[src/rtl/axi_engine_seq.sv]
// Command sequencer in front of axi_engine: expands one command into a
// strictly serialised train of single-beat engine operations with a stepped
// address, sourcing write data from an input stream and returning read data
// on an output stream.
//
// state      | meaning
// -----------+-----------------------------------------------------------
// S_IDLE     | waiting for a command, cmd_ready high
// S_GET_WD   | write beat: waiting for one word on the wdata stream
// S_ISSUE    | single cycle, pulse eng_start_wr/rd, load timeout timer
// S_WAIT_END | waiting for the matching eng_end_*, timer counting down
// S_PUSH_RD  | read beat: rdata held valid until rdata_ready
// S_DONE     | single cycle done pulse, then back to idle
module axi_engine_seq #(
  parameter int ADDR_WIDTH = 33,
  parameter int DATA_WIDTH = 256,
  parameter int CNT_WIDTH  = 16,
  parameter int TIMEOUT    = 4096
) (
  input  logic                  clk,
  input  logic                  resetn,
  input  logic                  cmd_valid,
  output logic                  cmd_ready,
  input  logic                  cmd_is_wr,
  input  logic [ADDR_WIDTH-1:0] cmd_addr,
  input  logic [CNT_WIDTH-1:0]  cmd_num,
  input  logic [ADDR_WIDTH-1:0] cmd_stride,
  input  logic                  wdata_valid,
  output logic                  wdata_ready,
  input  logic [DATA_WIDTH-1:0] wdata,
  output logic                  rdata_valid,
  input  logic                  rdata_ready,
  output logic [DATA_WIDTH-1:0] rdata,
  output logic                  eng_start_wr,
  output logic                  eng_start_rd,
  output logic [ADDR_WIDTH-1:0] eng_write_addr,
  output logic [ADDR_WIDTH-1:0] eng_read_addr,
  output logic [DATA_WIDTH-1:0] eng_write_data,
  input  logic                  eng_end_wr,
  input  logic                  eng_end_rd,
  input  logic [DATA_WIDTH-1:0] eng_read_data,
  output logic                  done,
  output logic                  err_timeout,
  output logic [CNT_WIDTH-1:0]  beats_done
);

  // Down-counter: loaded with TIMEOUT-1 in ISSUE, so WAIT_END lasts at most
  // TIMEOUT cycles before the terminal count aborts the sequence.
  localparam int TW = $clog2(TIMEOUT);
  localparam logic [TW-1:0] TMR_LOAD = TW'(TIMEOUT - 1);

  typedef enum logic [2:0] {
    S_IDLE,
    S_GET_WD,
    S_ISSUE,
    S_WAIT_END,
    S_PUSH_RD,
    S_DONE
  } state_t;

  state_t                state_q, state_d;
  logic                  is_wr_q, is_wr_d;
  logic [ADDR_WIDTH-1:0] addr_q, addr_d;
  logic [ADDR_WIDTH-1:0] stride_q, stride_d;
  logic [CNT_WIDTH-1:0]  num_q, num_d;
  logic [CNT_WIDTH-1:0]  beats_q, beats_d;
  logic [DATA_WIDTH-1:0] wdata_q, wdata_d;
  logic [DATA_WIDTH-1:0] rdata_q, rdata_d;
  logic                  err_q, err_d;
  logic [TW-1:0]         timer_q, timer_d;
  logic                  live_q;
  logic                  beat_cmp;
  logic [CNT_WIDTH-1:0]  beats_inc;

  assign beats_inc = beats_q + 1'b1;

  // live_q holds cmd_ready low while reset is asserted and for the first
  // clock after release, so nothing is accepted on an unsettled cycle.
  always_ff @(posedge clk or negedge resetn) begin
    if (!resetn) live_q <= 1'b0;
    else         live_q <= 1'b1;
  end

  // State and datapath registers.
  always_ff @(posedge clk or negedge resetn) begin
    if (!resetn) begin
      state_q  <= S_IDLE;
      is_wr_q  <= 1'b0;
      addr_q   <= '0;
      stride_q <= '0;
      num_q    <= '0;
      beats_q  <= '0;
      wdata_q  <= '0;
      rdata_q  <= '0;
      err_q    <= 1'b0;
      timer_q  <= '0;
    end else begin
      state_q  <= state_d;
      is_wr_q  <= is_wr_d;
      addr_q   <= addr_d;
      stride_q <= stride_d;
      num_q    <= num_d;
      beats_q  <= beats_d;
      wdata_q  <= wdata_d;
      rdata_q  <= rdata_d;
      err_q    <= err_d;
      timer_q  <= timer_d;
    end
  end

  // Next-state and datapath update logic.
  always_comb begin
    state_d  = state_q;
    is_wr_d  = is_wr_q;
    addr_d   = addr_q;
    stride_d = stride_q;
    num_d    = num_q;
    beats_d  = beats_q;
    wdata_d  = wdata_q;
    rdata_d  = rdata_q;
    err_d    = err_q;
    timer_d  = timer_q;
    beat_cmp = 1'b0;

    case (state_q)
      S_IDLE: begin
        if (cmd_valid && cmd_ready) begin
          is_wr_d  = cmd_is_wr;
          addr_d   = cmd_addr;
          num_d    = cmd_num;
          stride_d = cmd_stride;
          beats_d  = '0;
          err_d    = 1'b0;
          if (cmd_num == '0)  state_d = S_DONE;
          else if (cmd_is_wr) state_d = S_GET_WD;
          else                state_d = S_ISSUE;
        end
      end
      S_GET_WD: begin
        if (wdata_valid) begin
          wdata_d = wdata;
          state_d = S_ISSUE;
        end
      end
      S_ISSUE: begin
        timer_d = TMR_LOAD;
        state_d = S_WAIT_END;
      end
      S_WAIT_END: begin
        // The end pulse of the opposite operation is deliberately ignored.
        if (is_wr_q && eng_end_wr) begin
          beat_cmp = 1'b1;
        end else if (!is_wr_q && eng_end_rd) begin
          rdata_d = eng_read_data;
          state_d = S_PUSH_RD;
        end else if (timer_q == '0) begin
          err_d   = 1'b1;
          state_d = S_DONE;
        end else begin
          timer_d = timer_q - 1'b1;
        end
      end
      S_PUSH_RD: begin
        if (rdata_ready) beat_cmp = 1'b1;
      end
      S_DONE: begin
        state_d = S_IDLE;
      end
      default: begin
        state_d = S_IDLE;
      end
    endcase

    // Address steps only after the engine has finished with it, which keeps
    // eng_*_addr stable from ISSUE through the end pulse.
    if (beat_cmp) begin
      beats_d = beats_inc;
      addr_d  = addr_q + stride_q;
      if (beats_inc == num_q) state_d = S_DONE;
      else if (is_wr_q)       state_d = S_GET_WD;
      else                    state_d = S_ISSUE;
    end
  end

  assign cmd_ready      = live_q & (state_q == S_IDLE);
  assign wdata_ready    = (state_q == S_GET_WD);
  assign rdata_valid    = (state_q == S_PUSH_RD);
  assign rdata          = rdata_q;
  assign eng_start_wr   = (state_q == S_ISSUE) & is_wr_q;
  assign eng_start_rd   = (state_q == S_ISSUE) & ~is_wr_q;
  assign eng_write_addr = addr_q;
  assign eng_read_addr  = addr_q;
  assign eng_write_data = wdata_q;
  assign done           = (state_q == S_DONE);
  assign err_timeout    = err_q;
  assign beats_done     = beats_q;

endmodule

[config.mk]
export PLATFORM = sky130hd
export DESIGN_NAME = axi_engine_seq
export DESIGN_NICKNAME = d
export VERILOG_FILES = /design/src/rtl/axi_engine_seq.sv
export SDC_FILE = /design/constraint.sdc
export NUM_CORES = 1
export LEC_CHECK = 0
export ABC_AREA = 0
export CORE_AREA = 2 2 465 467
export CTS_CLUSTER_DIAMETER = 80
export DETAILED_ROUTE_END_ITERATION = 8
export DIE_AREA = 0 0 467 469
export SYNTH_ARGS = -nofsm -noshare
export SYNTH_HDL_FRONTEND = slang
export SYNTH_SLANG_ARGS = --single-unit
[constraint.sdc]
create_clock -name clk -period 6.4 [get_ports clk]
set_input_delay 1.92 -clock clk [delete_from_list [all_inputs] [get_ports clk]]
set_output_delay 1.92 -clock clk [all_outputs]
set_load 0.02 [all_outputs]
==> key figures, run 1 <==
Timing
  • Slew margin rel.: between 30% and 40%
  • Setup TNS: 0 ps
  • Fmax: around 0.2 GHz
  • RSZ-0062 raised after global routing: no
  • Fin Hold WS: ~490 ps
  • Final Slew Violations: 0
  • Clock period minus worst slack: just under 5000 ps
  • Hold Fails Final Rpt: 0
  • Worst Max-Slew Pin Slew: between 900 and 1000 ps
  • Final worst-path cycle share: around 76%
  • Skew final: about 41 ps
  • Final setup violation count: 0

Yosys
  • Top FF cell, synth: dfrtp_1
  • Asr flop ratio synth: between 90% and 100%
  • Synth Register Bits: 628
  • Synth warn: 0
  • Mapped Cells: 1943
  • Seq/Total Area, Yosys: between 60% and 70%
  • EDFF count, synth: 0
  • Cell area after synthesis: between 20000 and 30000 sq um
  • Syn_area_per_cell: between 10 and 15 sq um
  • Library cells used by synthesis: 71
  • Syn nets: ~2600

Global route
  • Initial antenna violation count: roughly 240
  • Overall Global Routing Usage: about 17%
  • GRT Residual Overflow: 0
  • Vias in the first global route: ~22000
  • Largest net degree at the start of global routing: 114
  • First-pass GRT wire length: 245000 um

Power
  • Pwr Density: about 580 nW/um^2
  • VDD IR max: 0.263 mV
  • P_sw: 0.0111 W
  • Leakage: roughly 18 nW
  • Net Sw Frac: a little over two fifths
  • Clock power frac: a little over a fifth
  • Power share of the combinational group: between 50% and 60%
  • Pint: 0.0150 W
  • Sequential share of power: 27.7%

Cells and area
  • Layout cells sized above 1: ~22%
  • Non-filler cells, final: ~6100
  • Layout area overhead: 71.7%
  • Fin nets: roughly 3800
  • Commonest non-fill, non-tap cells in the layout: clkdlybuf4s50_1, dfrtp_1, mux2_2
  • Most common cell after layout, fill and taps aside: clkdlybuf4s50_1

Routing
  • Wire per inst: 32.3 um
  • Routed Antenna Nets: 0
  • Initial DRC count: ~1000
  • DR DRC count: 0
  • Via density: between 3 and 4
  • Routed vias: ~22000
  • Drt first pass iters: 7
  • Detailed Route WL: a little under 200000 um

CTS
  • TritonCTS Buffers: 97
  • Post-CTS Resized: 0
  • Root Buffer: clkbuf_16
  • Clk sinks: between 600 and 700
  • TritonCTS clock tree: done
  • Longest Clk Path Bufs: 3
  • Htree depth: 3
  • # hold bufs at CTS: 0
  • Worst-Skew Late Latency: 710 ps
  • Setup Buffers After CTS: 0
  • Reg clk slew, reported paths: about 60 ps

Critical path
  • Kind of critical path: flip-flop to primary output
  • Reg2Reg Depth: 11
  • Worst Path Required: 4480 ps
  • CP Capture Point: eng_start_rd
  • Worst setup SP type: flip-flop
  • Critical Path Start: state_q[1]
  • Critical path capture point type: primary output
  • Arr. time, crit path: between 2000 and 3000 ps
  • R2R Path End: eng_read_addr[32]
  • Reg-to-reg startpoint: eng_read_addr[0]
  • R2R setup slack: between 2000 and 3000 ps
  • CP max FO: 13

Placement
  • HPWL after detailed placement: 168000 um
  • IO buf count: about 1200
  • Placed insts: just under 6000
  • GP Congestion: ~0.86

Floorplan
  • Placeable Area: roughly 210000 sq um
  • Total I/O pin count: roughly 1200
  • Die width: ~470 um
  • # rows: 170
  • Initial core utilization: between 10% and 20%
  • Die height: approximately 470 um
  • Die Area: 219000 sq um

Hold path
  • Hold Crit Class: flip-flop to flip-flop

Job
  • Max-cap violations: 0

Status
  • Status: complete, no violations
==> state kept, by name, indices dropped and copies added (netlist names) <==
signal / cells
eng_read_addr: 33
beats_done: 16
eng_write_data: 256
err_timeout: 1
num_q: 16
is_wr_q: 1
state_q: 3
live_q: 1
timer_q: 12
rdata: 256
stride_q: 33
==> how the worst min path moves through the flow <==
stage | slack, ps | depth (start not counted) | to | startpoint
floorplan | 450 | 2 | stride_q[0] | stride_q[0]
global placement | 470 | 2 | stride_q[0] | stride_q[0]
detailed placement | 470 | 2 | stride_q[13] | stride_q[13]
CTS | 490 | 2 | stride_q[3] | stride_q[3]
global route | 510 | 2 | stride_q[0] | stride_q[0]
finish | 490 | 2 | stride_q[3] | stride_q[3]
==> cells in the mapped netlist (all sizes together), types with 3 or more instances <==
master	instances	area, sq um
clkbuf	85	339
or4	4	30.0
a41oi	3	26.3
and2	13	83.8
a22oi	12	95.1
nand2	229	867
xnor2	34	298
o22ai	7	43.8
nand3b	3	22.5
dfrtp	628	15700
a31oi	7	43.8
xor2	24	210
nand4	5	31.3
o31ai	7	52.6
nor2	38	150
or3	6	37.5
o21a	5	37.5
o21bai	6	45.0
a211o	4	35.0
o31a	3	26.3
and3	13	92.6
and4	3	28.8
a21o	22	165
nor3	7	35.0
inv	9	33.8
mux2	512	5770
a21oi	58	290
mux2i	6	60.1
a211oi	4	30.0
o211ai	3	22.5
buf	42	309
ha	35	438
nand3	17	85.1
nor4	10	68.8
o21ai	52	260
==> through the flow <==
stage | total power, W | setup WS, ps | util, % | cell area, sq um
2_1_floorplan | 0.0131 | 3080 | - | 26100
3_3_place_gp | 0.0207 | 2100 | 19.3 | 41400
3_5_place_dp | 0.0208 | 2110 | 19.3 | 41400
4_1_cts | 0.0266 | 1430 | 20.9 | 44700
5_1_grt | 0.0276 | 1250 | 20.9 | 44800
6_report | 0.0261 | 1510 | 21.0 | 44800
==> final cells by class <==
class                      count  area [sq um]
fill                       23000        169000
sequential                   628         15700
timing repair buffer        1223         12300
multi-input combinational   1179          9740
tap                         2838          3550
clock buffer                 134          2770
clock inverter                44           589
antenna                       38          95.1
inverter                       9          33.8
==> cells by family (layout without fill, tap and decap cells) <==
group | after synthesis | in the layout | synth area share, %
muxes | 518 | 518 | 22.3
buffers and inverters | 136 | 1410 | 2.61
adders and majority gates | 36 | 36 | 1.75
AOI/OAI and AO/OA | 207 | 207 | 4.97
xor gates and xnor gates | 58 | 58 | 1.95
other | 1 | 39 | 0.0144
DFF | 628 | 628 | 60.2
and+or+nand+nor | 359 | 359 | 6.19
==> layer usage <==
metal  vias up  track usage (%)  wire length, um
met4        98             4.81             6470
li1       9303                -                -
met5         -                0              597
met3       500             16.1            40500
met2      1351             28.3            90700
met1     10800             15.4            58600
==> worst max-delay path, stage by stage (launching register included) <==
cell and delay [ps]:
dfrtp_1 490, nor2b_1 330, nand2b_1 470, nor2_1 310
clkdlybuf4s50_1 650
==> power groups by stage <==
stage / registers (W) / clock network, W / logic (W)
6_report: 0.00725 / 0.00559 / 0.0133
5_1_grt: 0.00750 / 0.00594 / 0.0142
4_1_cts: 0.00727 / 0.00580 / 0.0136
3_5_place_dp: 0.00729 / 0 / 0.0135
3_3_place_gp: 0.00723 / 0 / 0.0135
2_1_floorplan: 0.00912 / 0 / 0.00396
No activity file was read; power rests on OpenSTA's default activity.
==> inputs of run 2 (changes only) <==
--- a/config.mk
+++ b/config.mk
@@ -6,10 +6,10 @@
 export NUM_CORES = 1
 export LEC_CHECK = 0
 export ABC_AREA = 0
-export CORE_AREA = 2 2 465 467
+export CORE_AREA = 2 2 463 465
 export CTS_CLUSTER_DIAMETER = 80
 export DETAILED_ROUTE_END_ITERATION = 8
-export DIE_AREA = 0 0 467 469
+export DIE_AREA = 0 0 465 467
 export SYNTH_ARGS = -nofsm -noshare
 export SYNTH_HDL_FRONTEND = slang
 export SYNTH_SLANG_ARGS = --single-unit
==> constraint.sdc (replaced) <==
create_clock -name clk -period 4 [get_ports clk]
set_input_delay 1.2 -clock clk [delete_from_list [all_inputs] [get_ports clk]]
set_output_delay 1.2 -clock clk [all_outputs]
set_load 0.02 [all_outputs]
==> run 2 against run 1 <==
- first-iteration DRC count fell by 2.5%
- clock skew rose by 11 ps
- largest cell class unchanged
- clock-buffer cell count is 22 lower
- largest power group unchanged
==> key figures, run 2 (same netlist as run 1, synthesis figures left out) <==
Status
  • Status: complete, no violations

CTS
  • # hold bufs at CTS: 0
  • TritonCTS Buffers: 93
  • Reg clk slew, reported paths: about 60 ps
  • Root Buffer: clkbuf_16
  • Worst-Skew Late Latency: slightly above 700 ps
  • Htree depth: 3
  • TritonCTS clock tree: done
  • Clk sinks: about 630
  • Longest Clk Path Bufs: 3

Cells and area
  • Multi-input logic area: 9750 sq um
  • Commonest non-fill, non-tap cells in the layout: clkdlybuf4s50_1, dfrtp_1, mux2_2
  • Filler Cells Inserted: roughly 23000
  • Non-filler cells, final: 6109
  • Layout area overhead: 72.9%
  • Layout cells sized above 1: a little under a quarter
  • Most common cell after layout, fill and taps aside: clkdlybuf4s50_1
  • Fin nets: 3796
  • Reg area: around 16000 sq um
  • Final Util: around a fifth

Timing
  • Final worst-path cycle share: 95.6%
  • Final setup violation count: 0
  • Final Slew Violations: 0
  • Clock period minus worst slack: between 3000 and 4000 ps
  • Fin Hold WS: approximately 490 ps
  • Skew final: roughly 52 ps
  • Slew margin rel.: approximately 32%
  • Fmax: roughly 0.26 GHz
  • RSZ-0062 raised after global routing: no
  • Setup TNS: 0 ps
  • Worst Max-Slew Pin Slew: 1010 ps
  • Hold Fails Final Rpt: 0

Critical path
  • Critical Path Max Stage Delay: roughly 730 ps
  • Critical path capture point type: primary output
  • Worst setup SP type: flip-flop
  • Top delay family on crit path: buffers and inverters
  • CP max FO: 9
  • Slowest stage cell, crit path: clkdlybuf4s50_1
  • Arr. time, crit path: 2620 ps
  • Worst Path Required: roughly 2800 ps
  • Buf/Inv on CP: 1
  • Kind of critical path: flip-flop to primary output
  • CP Cell Sequence: nor4b_2 > clkdlybuf4s50_1

Routing
  • WL met2: between 90000 and 100000 um
  • Via density: ~3.6
  • Routed Antenna Nets: 0
  • Drt first pass iters: 5
  • Routed vias: 22100
  • Uppermost layer routed: met5
  • Met1 Routed Length: 61000 um
  • Met3 routed WL: about 36000 um
  • Detailed Route WL: between 150000 and 200000 um
  • Wire per inst: about 33 um
  • Initial DRC count: between 1000 and 1500
  • DR DRC count: 0

Placement
  • IO buf count: approximately 1200
  • GP Congestion: between 0.8 and 0.9
  • Placed insts: just under 6000
  • HPWL after detailed placement: roughly 170000 um

Global route
  • Overall Global Routing Usage: 17.8%
  • First-pass GRT wire length: between 200000 and 250000 um
  • Initial antenna violation count: approximately 230
  • Vias in the first global route: 22800
  • GRT Residual Overflow: 0
  • Largest net degree at the start of global routing: between 80 and 90

Floorplan
  • Die width: about 470 um
  • # rows: 169
  • Total I/O pin count: around 1200
  • Placeable Area: about 210000 sq um
  • Die height: 467 um
  • Die Area: around 220000 sq um
  • Initial core utilization: 12.3%

Power
  • Pwr Density: 930 nW/um^2
  • Power, Total: 0.0420 W
  • Leakage: around 18 nW
  • VDD IR max: approximately 0.45 mV

Hold path
  • Hold Crit Class: flip-flop to flip-flop

Job
  • Max-cap violations: 0
run 2: tightest hold or removal path, delay by kind of cell, from the launching register on:
family | cells | cell delay, ps
simple gates | 2 | 110
flops | 1 | 340
run 2: timing repair:
item / in CTS / in global routing
setup buffers: 0 / 0
resized for setup: 0 / 1
endpoints found under the setup margin: 0 / 2
run 2: final cells by class:
| cell class | count | share of cell area, % |
|---|---|---|
| Inverter | 9 | 0.0748 |
| Tap cell | 2821 | 7.82 |
| Sequential cell | 628 | 34.8 |
| Timing Repair Buffer | 1247 | 28.0 |
| Multi-Input combinational cell | 1179 | 21.6 |
| Clock buffer | 112 | 5.56 |
| Clock inverter | 63 | 1.85 |
| Antenna cell | 50 | 0.277 |
run 2: final timing paths:
check,from,end,slack [ps],depth (start not counted)
worst max-delay path,state_q[2],cmd_ready,180,2
worst min-delay path,stride_q[12],stride_q[12],490,2
worst max register to register,eng_read_addr[0],eng_read_addr[32],470,11
worst min register to register,stride_q[12],stride_q[12],490,2
max in group asynchronous,resetn,stride_q[20],2390,2
min in group asynchronous,resetn,rdata[98],550,1
run 2: metrics by stage:
stage | setup WS (ps) | cell area [sq um]
CTS | 7.22 | 45000
global placement | 292 | 41700
floorplan | 1060 | 26100
global route | 27.8 | 45000
finish | 176 | 45100
detailed placement | 299 | 41700
run 2: routing by layer:
layer	GRT usage, %	vias to the layer above
met5	0	-
met4	5.77	82
met3	14.7	457
met2	29.7	1262
met1	16.0	10900
li1	-	9352
run 2: power breakdown:
| group | total [W] | internal [W] | switching, W |
|---|---|---|---|
| registers | 0.0116 | 0.00945 | 0.00215 |
| logic | 0.0214 | 0.00931 | 0.0121 |
| clock network | 0.00898 | 0.00531 | 0.00368 |
| total | 0.0420 | 0.0241 | 0.0179 |
